--- src/rtl/dmem_arb_pkg.sv ---
// Shared types, default sizes and the round-robin pick function
// used by the data-memory arbiter.
package dmem_arb_pkg;

  localparam int DEF_NUM_PU   = 2;
  localparam int DEF_ADDR_W   = 8;
  localparam int DEF_DATA_W   = 32;
  localparam int DEF_MAX_LOCK = 4;
  localparam int MAX_PU       = 8;

  typedef enum logic {
    ARB    = 1'b0,
    LOCKED = 1'b1
  } arb_state_t;

  // One-hot winner: first set bit of req scanning ptr, ptr+1, ... mod n.
  function automatic logic [MAX_PU-1:0] rr_pick(input logic [MAX_PU-1:0] req,
                                                 input logic [2:0]        ptr,
                                                 input int                n);
    logic [MAX_PU-1:0] win;
    logic [2:0]        idx;
    win = '0;
    for (int k = 0; k < MAX_PU; k++) begin
      idx = 3'((int'(ptr) + k) % n);
      if ((k < n) && (win == '0) && req[idx]) win[idx] = 1'b1;
    end
    return win;
  endfunction

endpackage

--- src/rtl/rr_picker.sv ---
// Combinational round-robin picker: rotate from ptr and priority-encode
// the request vector into a one-hot grant.
module rr_picker
  import dmem_arb_pkg::*;
#(
  parameter int N     = 2,
  parameter int PTR_W = 1
) (
  input  logic [N-1:0]     req,
  input  logic [PTR_W-1:0] ptr,
  output logic [N-1:0]     gnt
);

  logic [MAX_PU-1:0] pick;
  logic              unused_pick;

  assign pick        = rr_pick(MAX_PU'(req), 3'(ptr), N);
  assign gnt         = pick[N-1:0];
  // Bits above N are always zero; fold them so the whole vector is consumed.
  assign unused_pick = ^pick;

endmodule

--- src/rtl/dmem_arbiter.sv ---
// Round-robin arbiter sharing one single-port synchronous-read data memory
// between NUM_PU units, with a bounded lock for atomic read-modify-write.
//
// state  | meaning
// ARB    | round-robin among all requesters starting at ptr
// LOCKED | only owner may be granted; lock_cnt counts its consecutive grants
module dmem_arbiter
  import dmem_arb_pkg::*;
#(
  parameter int NUM_PU   = DEF_NUM_PU,
  parameter int ADDR_W   = DEF_ADDR_W,
  parameter int DATA_W   = DEF_DATA_W,
  parameter int MAX_LOCK = DEF_MAX_LOCK
) (
  input  logic                     clk,
  input  logic                     rst,
  input  logic [NUM_PU-1:0]        req,
  input  logic [NUM_PU-1:0]        we,
  input  logic [NUM_PU-1:0]        lock,
  input  logic [NUM_PU*ADDR_W-1:0] addr,
  input  logic [NUM_PU*DATA_W-1:0] wdata,
  output logic [NUM_PU-1:0]        gnt,
  output logic [NUM_PU-1:0]        rvalid,
  output logic [DATA_W-1:0]        rdata,
  output logic                     mem_en,
  output logic                     mem_we,
  output logic [ADDR_W-1:0]        mem_addr,
  output logic [DATA_W-1:0]        mem_wdata,
  input  logic [DATA_W-1:0]        mem_rdata
);

  localparam int PTR_W = (NUM_PU > 1) ? $clog2(NUM_PU) : 1;
  localparam int CNT_W = $clog2(MAX_LOCK + 1);

  arb_state_t        state_q, state_d;
  logic [PTR_W-1:0]  ptr_q, ptr_d;
  logic [PTR_W-1:0]  owner_q, owner_d;
  logic [CNT_W-1:0]  cnt_q, cnt_d;
  logic [NUM_PU-1:0] rd_id_q, rd_id_d;

  logic [NUM_PU-1:0] pick;
  logic [NUM_PU-1:0] gnt_int;
  logic [PTR_W-1:0]  win_idx;
  logic [PTR_W-1:0]  win_nxt;
  logic              locked_hold;

  // ptr already points past the owner while locked, so a dropped-req
  // release arbitrates from owner+1 without extra muxing.
  rr_picker #(
    .N     (NUM_PU),
    .PTR_W (PTR_W)
  ) u_picker (
    .req (req),
    .ptr (ptr_q),
    .gnt (pick)
  );

  assign locked_hold = (state_q == LOCKED) && req[owner_q];

  always_comb begin
    gnt_int = '0;
    if (rst)              gnt_int = '0;
    else if (locked_hold) gnt_int = NUM_PU'(1) << owner_q;
    else                  gnt_int = pick;
  end

  always_comb begin
    win_idx = '0;
    for (int i = 0; i < NUM_PU; i++) begin
      if (gnt_int[i]) win_idx = PTR_W'(i);
    end
    win_nxt = (win_idx == PTR_W'(NUM_PU - 1)) ? '0 : win_idx + 1'b1;
  end

  always_comb begin
    mem_we    = 1'b0;
    mem_addr  = '0;
    mem_wdata = '0;
    for (int i = 0; i < NUM_PU; i++) begin
      if (gnt_int[i]) begin
        mem_we    = we[i];
        mem_addr  = addr[i*ADDR_W +: ADDR_W];
        mem_wdata = wdata[i*DATA_W +: DATA_W];
      end
    end
  end

  assign mem_en = |gnt_int;
  assign gnt    = gnt_int;
  assign rvalid = rd_id_q;
  assign rdata  = mem_rdata;

  always_comb begin
    state_d = state_q;
    ptr_d   = ptr_q;
    owner_d = owner_q;
    cnt_d   = cnt_q;
    rd_id_d = (mem_en && !mem_we) ? gnt_int : '0;

    if (locked_hold) begin
      if (!lock[owner_q] || ((cnt_q + 1'b1) >= CNT_W'(MAX_LOCK))) begin
        state_d = ARB;
        cnt_d   = '0;
      end else begin
        cnt_d = cnt_q + 1'b1;
      end
    end else begin
      state_d = ARB;
      cnt_d   = '0;
      if (mem_en) begin
        ptr_d = win_nxt;
        // With MAX_LOCK==1 the first grant already exhausts the lock.
        if (lock[win_idx] && (MAX_LOCK > 1)) begin
          state_d = LOCKED;
          owner_d = win_idx;
          cnt_d   = CNT_W'(1);
        end
      end
    end
  end

  always_ff @(posedge clk or posedge rst) begin
    if (rst) begin
      state_q <= ARB;
      ptr_q   <= '0;
      owner_q <= '0;
      cnt_q   <= '0;
      rd_id_q <= '0;
    end else begin
      state_q <= state_d;
      ptr_q   <= ptr_d;
      owner_q <= owner_d;
      cnt_q   <= cnt_d;
      rd_id_q <= rd_id_d;
    end
  end

endmodule

--- config.mk ---
export PLATFORM = sky130hd
export DESIGN_NAME = dmem_arbiter
export DESIGN_NICKNAME = d
export VERILOG_FILES = /design/src/rtl/dmem_arb_pkg.sv /design/src/rtl/rr_picker.sv /design/src/rtl/dmem_arbiter.sv
export SDC_FILE = /design/constraint.sdc
export NUM_CORES = 1
export LEC_CHECK = 0
export CORE_AREA = 2 2 78 80
export CTS_BUF_LIST = sky130_fd_sc_hd__clkbuf_16
export DETAILED_ROUTE_END_ITERATION = 8
export DIE_AREA = 0 0 80 82
export PLACE_DENSITY = 0.86
export SKIP_CTS_REPAIR_TIMING = 1
export SLEW_MARGIN = 15
export SYNTH_ARGS = -nofsm -noshare
export SYNTH_HDL_FRONTEND = slang
export SYNTH_SLANG_ARGS = --single-unit
--- constraint.sdc ---
create_clock -name clk -period 2.04 [get_ports clk]
set_input_delay 0.408 -clock clk [delete_from_list [all_inputs] [get_ports clk]]
set_output_delay 0.408 -clock clk [all_outputs]
set_load 0.005 [all_outputs]
; ---- Word-level counts from Yosys, hierarchy flattened
; Index checks and enable logic that the tools add are counted.
[word_totals]
inputBits = 120
elab_cells = 67
out_inout_bits = 78
ff_bits = 8
[op_classes]
reduce_logical = 12
bitwise = 3
order_cmp = 7
n_mux = 35
n_shift = 1
n_addsub = 3
n_eq_ne = 1
[ops]
columns = cell, n
row1 = $mux 32, 2
row2 = $mux 1, 21
row3 = $mux 8, 2
row4 = $mux 2, 5
row5 = $logic_not 8->1, 1
row6 = $mux 3, 2
row7 = $logic_and 1x1->1, 5
row8 = $lt 1x2->1 const B, 2
row9 = $lt 1x4->1 const B, 1
row10 = $lt 3x4->1 const B, 1
row11 = $add 3x1->3 const B, 1
row12 = $ge 3x1->1 const B, 1
row13 = $ge 3x3->1 const B, 1
row14 = $reduce_and 3->1, 1
row15 = $add 1x1->1 const B, 2
row16 = $bmux 1 s2, 1
row17 = $demux 1 s2, 1
row18 = $logic_not 1->1, 2
row19 = $ne 2x1->1 const B, 1
row20 = $or 2x2->2, 1
row21 = $reduce_and 2->1, 1
row22 = $reduce_or 2->1, 1
row23 = $shl 1x1->2 const A, 1
row24 = $and 1x1->1 const A, 1
row25 = 4 further kinds, 4

; ---- Longest topological paths before layout
[depth]
ltp_word = 16
mapped_depth = 5

; ---- Modules after synthesis
; Synthesis repeated with hierarchy kept, for this count alone.
[hier_totals]
hier_cells = 128
hier_area_um2 = 1097.3
[by_module_without_submodules]
columns = mod, n_inst, area_per_inst_um2, seq_area_each_um2, cells_per_inst
row1 = dmem_arbiter, 1, 1078.5, 200.2, 125
row2 = rr_picker, 1, 18.8, 0.0, 3

; ---- Worst setup path before layout
; No wires, ideal clock.
[synth_path]
path_type = register to output
startpoint = register state_q
endpoint = output port mem_wdata[10]
path_slack_ns = 0.322
path_buffers = 1
arrival_ns = 1.310
stages_incl_launch_ff = 6
required_time_ns = 1.632
path_cell_list = dfrtp_1 -> mux2i_1 -> nor2b_2 -> nor2_4 -> buf_2 -> a22o_1
[synth_between]
elab_chain_len = 5
[synth_lines]
columns = item, line
row1 = from (decl), dmem_arbiter.sv:35  ; arb_state_t state_q, state_d;
row2 = from (signal assigned), dmem_arbiter.sv:130  ; state_q <= state_d;
row3 = $logic_and 1x1->1 *, dmem_arbiter.sv:58  ; assign locked_hold = (state_q == LOCKED) && req[owner_q];
row4 = $mux 2 *, dmem_arbiter.sv:63  ; else if (locked_hold) gnt_int = NUM_PU'(1) << owner_q;
row5 = $mux 2 *, dmem_arbiter.sv:62  ; if (rst) gnt_int = '0;
row6 = $mux 32, dmem_arbiter.sv:80  ; if (gnt_int[i]) begin
row7 = $mux 32 *, dmem_arbiter.sv:80
row8 = to (decl), dmem_arbiter.sv:28  ; output logic [DATA_W-1:0] mem_wdata,
; Mark *: on every way between the ends. The rest lies on a longest branch, timed or not.

; ---- Worst setup path after layout
[layout_path]
startpoint = register state_q
endpoint = output port mem_wdata[31]
; The elaborated chain is that of the path after synthesis.

==> summary.txt <==
Clocking
  • Cts bufs inserted: 3
  • Clock tree from TritonCTS: yes
  • Clock transition at the registers of the reported paths: 0.04 ns
  • H-tree Lvls: 1
  • Latest clock arrival within the worst-skew pair: 0.23 ns
  • Root Driver: clkbuf_16
  • Clock Sinks: 8
  • Max clock buf depth: 2

GRT
  • Largest net degree at the start of global routing: 29
  • First-pass GRT wire length: 5980 um
  • Remaining global-route overflow: 0
  • Vias in the first global route: 1268
  • GR Util All Layers: 11.5%
  • Initial antenna violation count: 0

Critical path
  • R2r setup slk: 0.29 ns
  • Most used cell, CP: buf_12
  • Reg2reg end: cnt_q[0]
  • Worst EP required: 1.63 ns
  • Crit Path Max Fanout: 11
  • RR Startpoint: state_q
  • CP max stage delay: 0.36 ns
  • R2R depth: 8
  • Startpoint types: register
  • Setup crit end kind: output port
  • Crit-path cells: mux2i_2 > buf_4 > a21boi_4 > buf_12 > buf_12 > a22o_1 > clkbuf_2
  • Crit path kind: reg2out
  • WP data arrival: 1.73 ns
  • Critical-path top delay cell: dfrtp_1

Timing
  • Min Tclk post-route: 2.13 ns
  • Setup TNS: -2.73 ns
  • Final setup violation count: 41
  • Period Utilization, post-route: 105%
  • Final Skew: 0.00213 ns
  • RSZ-0062 raised after global routing: yes
  • Fmax: 469 MHz
  • Final Hold Fails: 0
  • Max-slew violations: 0
  • Final setup margin: -0.0931 ns

Die
  • Initial Utilization: 18.9%
  • Chip width: 80 um
  • DIE HEIGHT: 82 um
  • Row count: 28
  • Core area: 5750 um2
  • I/O Pins: 198
  • Die area: 6560 um2

Run
  • Max Cap Viol: 0

Synthesis
  • Share of the synthesized area in the top cell type: 33.1%
  • Synth cell types: 25
  • Mapped Avg Cell Area: 8.75 um2
  • Register area share after synthesis: 18.5%
  • Seq cells post-synth: 8
  • Yosys warning count: 0
  • Synthesized Nets: 245
  • Post-Syn Area: 1080 um2
  • Synth Instances: 124
  • Top post-synthesis cells by area: a22o_1, buf_4, dfrtp_1
  • Largest area contributor in the netlist: a22o_1

Placement
  • PortBufs: 133
  • GP Congestion: 0.791
  • Place WS: -0.558 ns
  • Dpl hpwl: 3670 um

Drt
  • # DRC: 0
  • TritonRoute pass-1 iters: 4
  • DR iter-0 viols: 34
  • Detail Route Antenna Nets: 0
  • Vias per cell: 4.42
  • WL final: 4800 um
  • Routed WL per cell: 15.3 um
  • Vias: 1387

Run status
  • Failing checks: negative setup slack
  • Status: complete, but fails checks

Power
  • Leakage power: 1.12 nW
  • VDD IR max: 0.000731 V
  • PwrDens: 455 nW/um2
  • Pwr Total: 1.08 mW

Cells and area
  • Layout Nets: 362
  • Layout cell share with drive strength beyond 1: 30.1%
  • # diodes: 0
  • Fillers: 594
  • P&R area growth vs syn: 118%

Worst hold path
  • Worst hold path type: in2async
==> flip-flops by register name, indices dropped and copies added (netlist names) <==
name / count
cnt_q: 3
owner_q: 1
ptr_q: 1
rvalid: 2
state_q: 1
==> power by group <==
group | leakage, nW | total [mW] | internal [mW] | switching, mW
Clock | 0.0370 | 0.325 | 0.252 | 0.0723
Sequential | 0.103 | 0.187 | 0.176 | 0.0109
Combinational | 0.984 | 0.567 | 0.370 | 0.198
==> final cells by class <==
type                       instances  area [um2]  share of cell area [%]
clock buffer                       3        75.1                    3.17
inverter                           4        15.0                   0.634
multi-input combinational         71         589                    24.9
sequential                         8         200                    8.45
tap                               75        93.8                    3.96
timing repair buffer             153        1400                    58.9
==> worst max path at each step <==
| stage | from | to | slack, ns | cells past startpoint |
|---|---|---|---|---|
| floorplan | state_q | mem_wdata[10] | 0.32 | 5 |
| global placement | req[1] | mem_wdata[31] | -0.55 | 6 |
| detailed placement | req[1] | mem_wdata[31] | -0.56 | 6 |
| CTS | req[1] | mem_wdata[5] | -0.56 | 6 |
| global route | state_q | mem_wdata[31] | -0.16 | 7 |
| finish | state_q | mem_wdata[31] | -0.09 | 7 |
==> cells by family (layout without fill, tap and decap cells) <==
group	count (synthesis)	count (layout)	synth area share, %
and+or+nand+nor	14	14	7.27
other	1	1	0.346
muxes	4	4	3.92
AOI/OAI and AO/OA	50	50	39.1
buffers and inverters	45	160	28.9
xor gates and xnor gates	1	1	0.808
adders and majority gates	1	1	1.15
DFF	8	8	18.5
==> per-layer routing <==
| metal | global-route usage [%] | vias to the layer above | share of wire (%) |
|---|---|---|---|
| met5 | 0 | - | 0 |
| met4 | 4.07 | 0 | 2.1 |
| met3 | 3.30 | 12 | 9.0 |
| met2 | 20.8 | 74 | 52 |
| met1 | 12.7 | 639 | 37 |
| li1 | - | 662 | - |
==> critical path: cells and delay by family, from the launching register on <==
kind                   cells  cell delay [ns]
multiplexers               1             0.28
flip-flops                 1             0.36
buffers and inverters      4             0.56
AO/OA/AOI/OAI              2             0.29
==> per-stage QoR <==
stage                     std cells  instance area [um2]  util (%)  hold WS [ns]
after floorplan                 124                 1080         -         0.224
after global placement          305                 2350      41.0         0.463
after detailed placement        305                 2350      41.0         0.471
after CTS                       308                 2430      42.3         0.477
after global routing            314                 2370      41.2         0.410
final                           314                 2370      41.2         0.343
==> cell usage after synthesis, drive strengths merged <==
cell and count:
nand4 1, nor2 6, a211oi 1, nor2b 2, ha 1, o22ai 1, a21oi 2, nand2 1
nand2b 3, xnor2 1, mux2i 2, o21ai 2, conb 1, dfrtp 8, nor3 1, buf 41
a21boi 1, a31oi 2, a22o 41, inv 4, mux2 2
==> cells in the final DEF, fill, tap and decap left out, drive strengths merged, types with 2 or more instances in the layout <==
cell            n
clkdlybuf4s50  87
clkbuf         45
a22o           41
buf            19
dfrtp           8
nor2            6
dlymetal6s2s    5
inv             4
nand2b          3
mux2            2
o21ai           2
a31oi           2
a21oi           2
mux2i           2
nor2b           2
Note: power is estimated with default switching activity, not from simulation.
